--- config.mk ---
export PLATFORM = sky130hd
export DESIGN_NAME = tea_stream_arbiter
export DESIGN_NICKNAME = d
export VERILOG_FILES = /design/src/rtl/tea_stream_arbiter.sv
export SDC_FILE = /design/constraint.sdc
export NUM_CORES = 1
export LEC_CHECK = 0
export CAP_MARGIN = 20
export CORE_ASPECT_RATIO = 1.4
export CORE_MARGIN = 3
export CORE_UTILIZATION = 35
export DETAILED_ROUTE_END_ITERATION = 8
export PLACE_DENSITY = 0.83
export SYNTH_ARGS = -nofsm -noshare
export SYNTH_HDL_FRONTEND = slang
export SYNTH_SLANG_ARGS = --single-unit
--- constraint.sdc ---
create_clock -name ACLK -period 1.7 [get_ports ACLK]
set_input_delay 0.255 -clock ACLK [delete_from_list [all_inputs] [get_ports ACLK]]
set_output_delay 0.255 -clock ACLK [all_outputs]
set_load 0.05 [all_outputs]
--- src/rtl/tea_stream_arbiter.sv ---
// -----------------------------------------------------------------------------
// tea_stream_arbiter
//
// Packet-granular round-robin arbiter sharing one TEA core AXI-Stream slave
// between NUM_SRC AXI-Stream masters. A grant is held from the first beat up
// to and including the TLAST beat, so packets are never interleaved. The
// output carries the granted source index on M_TID so a downstream splitter
// can route results back.
//
// Ports
//   ACLK, ARESET          clock, synchronous active-high reset
//   S_TVALID/S_TREADY     per-source handshake (one bit per source)
//   S_TDATA/TSTRB/TKEEP   per-source payload, source i at slice i
//   S_TLAST/S_TDEST       per-source end-of-packet and destination
//   M_TVALID/M_TREADY     handshake towards the TEA core
//   M_TDATA..M_TDEST      registered payload of the accepted beat
//   M_TID                 zero-extended index of the source that sent the beat
//   GRANT                 one-hot current grant (status, zero when idle)
// -----------------------------------------------------------------------------
module tea_stream_arbiter #(
  parameter int NUM_SRC     = 2,
  parameter int WIDTH_DATA  = 64,
  parameter int WIDTH_DS    = 8,
  parameter int WIDTH_TID   = 8,
  parameter int WIDTH_TDEST = 3
) (
  input  logic                           ACLK,
  input  logic                           ARESET,
  input  logic [NUM_SRC-1:0]             S_TVALID,
  output logic [NUM_SRC-1:0]             S_TREADY,
  input  logic [NUM_SRC*WIDTH_DATA-1:0]  S_TDATA,
  input  logic [NUM_SRC*WIDTH_DS-1:0]    S_TSTRB,
  input  logic [NUM_SRC*WIDTH_DS-1:0]    S_TKEEP,
  input  logic [NUM_SRC-1:0]             S_TLAST,
  input  logic [NUM_SRC*WIDTH_TDEST-1:0] S_TDEST,
  output logic                           M_TVALID,
  input  logic                           M_TREADY,
  output logic [WIDTH_DATA-1:0]          M_TDATA,
  output logic [WIDTH_DS-1:0]            M_TSTRB,
  output logic [WIDTH_DS-1:0]            M_TKEEP,
  output logic                           M_TLAST,
  output logic [WIDTH_TID-1:0]           M_TID,
  output logic [WIDTH_TDEST-1:0]         M_TDEST,
  output logic [NUM_SRC-1:0]             GRANT
);

  localparam int IDX_W = (NUM_SRC > 1) ? $clog2(NUM_SRC) : 1;

  typedef enum logic {
    ST_IDLE,
    ST_XFER
  } state_t;

  state_t           state;
  logic [IDX_W-1:0] grant_idx;
  logic [IDX_W-1:0] rr_last;
  logic [IDX_W-1:0] next_idx;
  logic [IDX_W-1:0] cand;
  logic             found;
  logic             out_free;
  logic             accept;

  // The output register can take a new beat when empty or draining this cycle.
  assign out_free = ~M_TVALID | M_TREADY;
  assign accept   = (state == ST_XFER) && S_TVALID[grant_idx] && out_free;

  // Round-robin pick: scan rr_last+1, rr_last+2, ... and take the first valid.
  // NOTE: every variable driven here gets a default before any condition, so
  // no path leaves it unassigned and no latch is inferred.
  always_comb begin
    next_idx = rr_last;
    found    = 1'b0;
    cand     = '0;
    for (int k = 1; k <= NUM_SRC; k++) begin
      cand = IDX_W'((int'(rr_last) + k) % NUM_SRC);
      if (!found && S_TVALID[cand]) begin
        next_idx = cand;
        found    = 1'b1;
      end
    end
  end

  // Ready depends only on state and the output register, never on S_TVALID.
  always_comb begin
    S_TREADY = '0;
    if (state == ST_XFER) S_TREADY[grant_idx] = out_free;
  end

  // NOTE: all state below uses non-blocking assignments so every register
  // samples pre-edge values, independent of statement order.
  always_ff @(posedge ACLK) begin
    if (ARESET) begin
      state     <= ST_IDLE;
      grant_idx <= '0;
      rr_last   <= IDX_W'(NUM_SRC - 1);
      GRANT     <= '0;
      M_TVALID  <= 1'b0;
      M_TDATA   <= '0;
      M_TSTRB   <= '0;
      M_TKEEP   <= '0;
      M_TLAST   <= 1'b0;
      M_TID     <= '0;
      M_TDEST   <= '0;
    end else begin
      // Output register: load on an accepted beat, otherwise drain.
      if (accept) begin
        M_TVALID <= 1'b1;
        M_TDATA  <= S_TDATA[int'(grant_idx)*WIDTH_DATA +: WIDTH_DATA];
        M_TSTRB  <= S_TSTRB[int'(grant_idx)*WIDTH_DS +: WIDTH_DS];
        M_TKEEP  <= S_TKEEP[int'(grant_idx)*WIDTH_DS +: WIDTH_DS];
        M_TLAST  <= S_TLAST[grant_idx];
        M_TID    <= WIDTH_TID'(grant_idx);
        M_TDEST  <= S_TDEST[int'(grant_idx)*WIDTH_TDEST +: WIDTH_TDEST];
      end else if (M_TREADY) begin
        M_TVALID <= 1'b0;
      end

      case (state)
        ST_IDLE: begin
          if (found) begin
            grant_idx <= next_idx;
            GRANT     <= NUM_SRC'(1) << next_idx;
            state     <= ST_XFER;
          end
        end
        ST_XFER: begin
          // Grant is released on the TLAST beat; the output register still
          // holds that beat until the core takes it.
          if (accept && S_TLAST[grant_idx]) begin
            rr_last <= grant_idx;
            GRANT   <= '0;
            state   <= ST_IDLE;
          end
        end
        default: state <= ST_IDLE;
      endcase
    end
  end

endmodule

==> qor.yml <==
floorplan:
  die_h_um: 139
  ios: 270
  fp.coreArea_um2: 12400
  rows: 48
  initial_core_util_pct: 36.0
  dieArea_um2: 14100
  die_w_um: 101
sta:
  slew_headroom_pct: 62.4
  post-route-period-util_pct: 97.4
  slew_viol_final: 0
  tightest_slew_ns: 0.559
  hold_violations: 0
  fin_tns_setup_ns: 0
  rsz0062_at_grt: "no"
  max_freq_ghz: 0.604
  period_needed_ns: 1.66
  finalSetupViolations: 0
  whs_ns: 0.323
  skew_ns: 0.0103
critical_path:
  critPathRequiredTime_ns: 1.44
  cp_slowest_cell: "dfxtp_4"
  start_kind: "flop"
  slowest_delay_ns: 0.42
  path_cells: "buf_6, and3_4, buf_12"
  critPathArrivalTime_ns: 1.40
  r2r_slack_ns: 0.25
  worst-r2r-cell-count: 4
  end_kind: "output pin"
  crit_fanout: 20
  path_class: "reg2out"
power_and_ir_drop:
  p_leak_nw: 2.76
  p_clk_share_pct: 31.4
  vdd_drop_max_v: 0.000571
  combPwrFrac_pct: 34.4
  power_density_nw_per_um2: 966
  p_sw_mw: 2.34
  switching_share_pct: 32.8
  p_seq_share_pct: 34.3
  intPower_mw: 4.79
cts:
  clockBufferDepth: 2
  cts-buffers-inserted: 9
  clock_sinks: 91
  cts-root-buf: "clkbuf_16"
  htreeDepth: 3
  clk_latency_ns: 0.33
  cts_tree: "built"
  path_clk_slew_ns: 0.07
cells_and_area:
  final_cells: 829
  final_cell_area_um2: 7380
  drive_above_1_share_pct: 21.4
  syn_to_final_growth_pct: 65.8
  antennaDiodeCount: 0
  fin_nets: 847
placement:
  dpl.cell_count: 812
  io_buffers: 262
  place_area_um2: 7010
  hpwl_um: 11400
  place_congestion: 0.737
route:
  vias_per_cell: 5.55
  via_count: 4602
  route.detailed.drc: 0
  first_iter_violations: 138
  routedWlPerCell_um: 18.7
  ant_nets: 0
  drtPass1Iterations: 4
  wirelength_um: 15500
yosys:
  synth.top_cell.area_share_pct: 40.9
  yosysMostFrequentCell: "dfxtp_1"
  synth-edff-count: 0
  synthSimpleGateAreaFrac_pct: 2.22
  netlist_instances: 441
  yosysWarnings: 0
  synth_area_um2: 4450
  synth_xor_area_share_pct: 0
  synthAdderAreaFrac_pct: 0
  synth_top_family_by_area: "compound AO/OA/AOI/OAI gates"
  yosysTopAreaCell: "dfxtp_1"
  ys_seq_elements: 91
  synth_compound_area_share_pct: 28.9
  synthArstFlopShare_pct: 0
  avgSynthCellArea_um2: 10.1
  synth_common_cells: "91 x dfxtp_1, 84 x a31oi_1, 84 x mux2i_1, 72 x a211oi_1, 25 x clkbuf_1"
  synthTopCellsByArea: "dfxtp_1 41%, mux2i_1 19%, a211oi_1 12%"
  synthMuxAreaShare_pct: 19.7
  yosysSeqAreaShare_pct: 40.9
  synth_ff_type: "dfxtp_1"
  ys_types: 34
grt:
  grt_pass1_wl_um: 23400
  overflow: 0
  grt_pass1_vias: 4806
  antenna_found_initial: 0
  gr-usage-all-layers_pct: 20.5
  grt_start_max_net_pins: 92
flow_run:
  drv_cap: 0
min_path:
  hold_class: "in2reg"
  whs_path_depth: 2
outcome:
  status: "completed"
==> layout make-up <==
type	instances	area, um^2
multi-input combinational	288	2320
inverter	3	11.3
tap	150	188
clock inverter	4	98.8
clock buffer	12	236
timing repair buffer	281	2700
fill	1051	4990
sequential	91	1830
==> worst max-delay path: cells and delay by family (launching register included) <==
| family | cells | cell delay (ns) |
|---|---|---|
| and+or+nand+nor | 1 | 0.25 |
| DFF | 1 | 0.42 |
| buffers and inverters | 2 | 0.40 |
==> metrics by stage <==
| stage | worst slack [ns] | utilization, % | total power, mW |
|---|---|---|---|
| 2_1_floorplan | 0.109 | - | 3.97 |
| 3_3_place_gp | 0.0266 | 56.6 | 4.84 |
| 3_5_place_dp | -0.0567 | 56.6 | 4.91 |
| 4_1_cts | 0.0101 | 59.5 | 7.16 |
| 5_1_grt | 0.00206 | 59.7 | 7.42 |
| 6_report | 0.0449 | 59.7 | 7.13 |
==> power by group through the flow <==
stage	sequential, mW	combinational [mW]	clock (mW)
2_1_floorplan	3.10	0.876	0
3_3_place_gp	2.47	2.37	0
3_5_place_dp	2.48	2.43	0
4_1_cts	2.44	2.44	2.28
5_1_grt	2.46	2.59	2.37
6_report	2.44	2.45	2.24
==> worst paths after layout <==
path,start,endpoint
setup / recovery,grant_idx,S_TREADY[1]
hold / removal,ARESET,M_TDATA[7]
setup reg to reg,state,M_TDATA[50]
hold reg to reg,M_TID[0],M_TID[0]
==> kinds of logic (layout without fill, tap and decap cells) <==
kind of cell | count (synthesis) | in the layout
AOI/OAI and AO/OA | 179 | 179
DFF | 91 | 91
muxes | 86 | 86
buffers and inverters | 68 | 300
and+or+nand+nor | 16 | 16
other | 1 | 7
==> sequential cells by signal, summed over array words and instances, names as in the netlist <==
name and cells:
M_TDEST 3, M_TVALID 1, rr_last 1, M_TLAST 1
M_TKEEP 8, M_TID 1, grant_idx 1, M_TDATA 64
state 1, GRANT 2, M_TSTRB 8
==> per-layer routing <==
layer / vias to the layer above / GRT usage [%] / wire length (um)
met5: - / 0 / 0
met4: 0 / 7.91 / 449
met3: 37 / 5.72 / 1260
met1: 2174 / 21.6 / 5620
met2: 208 / 37.4 / 8190
li1: 2183 / - / -
==> layout by cell type, fill, tap and decap left out, types with 2 or more instances in the layout <==
master / count
o31ai_1: 2
nand3b_1: 2
buf_4: 97
clkbuf_1: 3
clkbuf_16: 10
nor2_1: 2
dfxtp_1: 88
inv_1: 3
dfxtp_2: 2
bufinv_16: 3
clkdlybuf4s50_1: 171
a211oi_1: 72
a31oi_1: 84
o21ai_0: 2
conb_1: 7
a211oi_2: 12
nor3_4: 2
a21oi_1: 3
mux2i_1: 84
buf_12: 10
==> timing repair <==
item / 4_1_cts / 5_1_grt
buffers inserted: 0 / 0
hold buffers: 0 / 0
setup endpoints to repair: 2 / 1
resized for setup: 4 / 0
gates cloned: 0 / 1
Note: power is estimated with default switching activity, not from simulation.
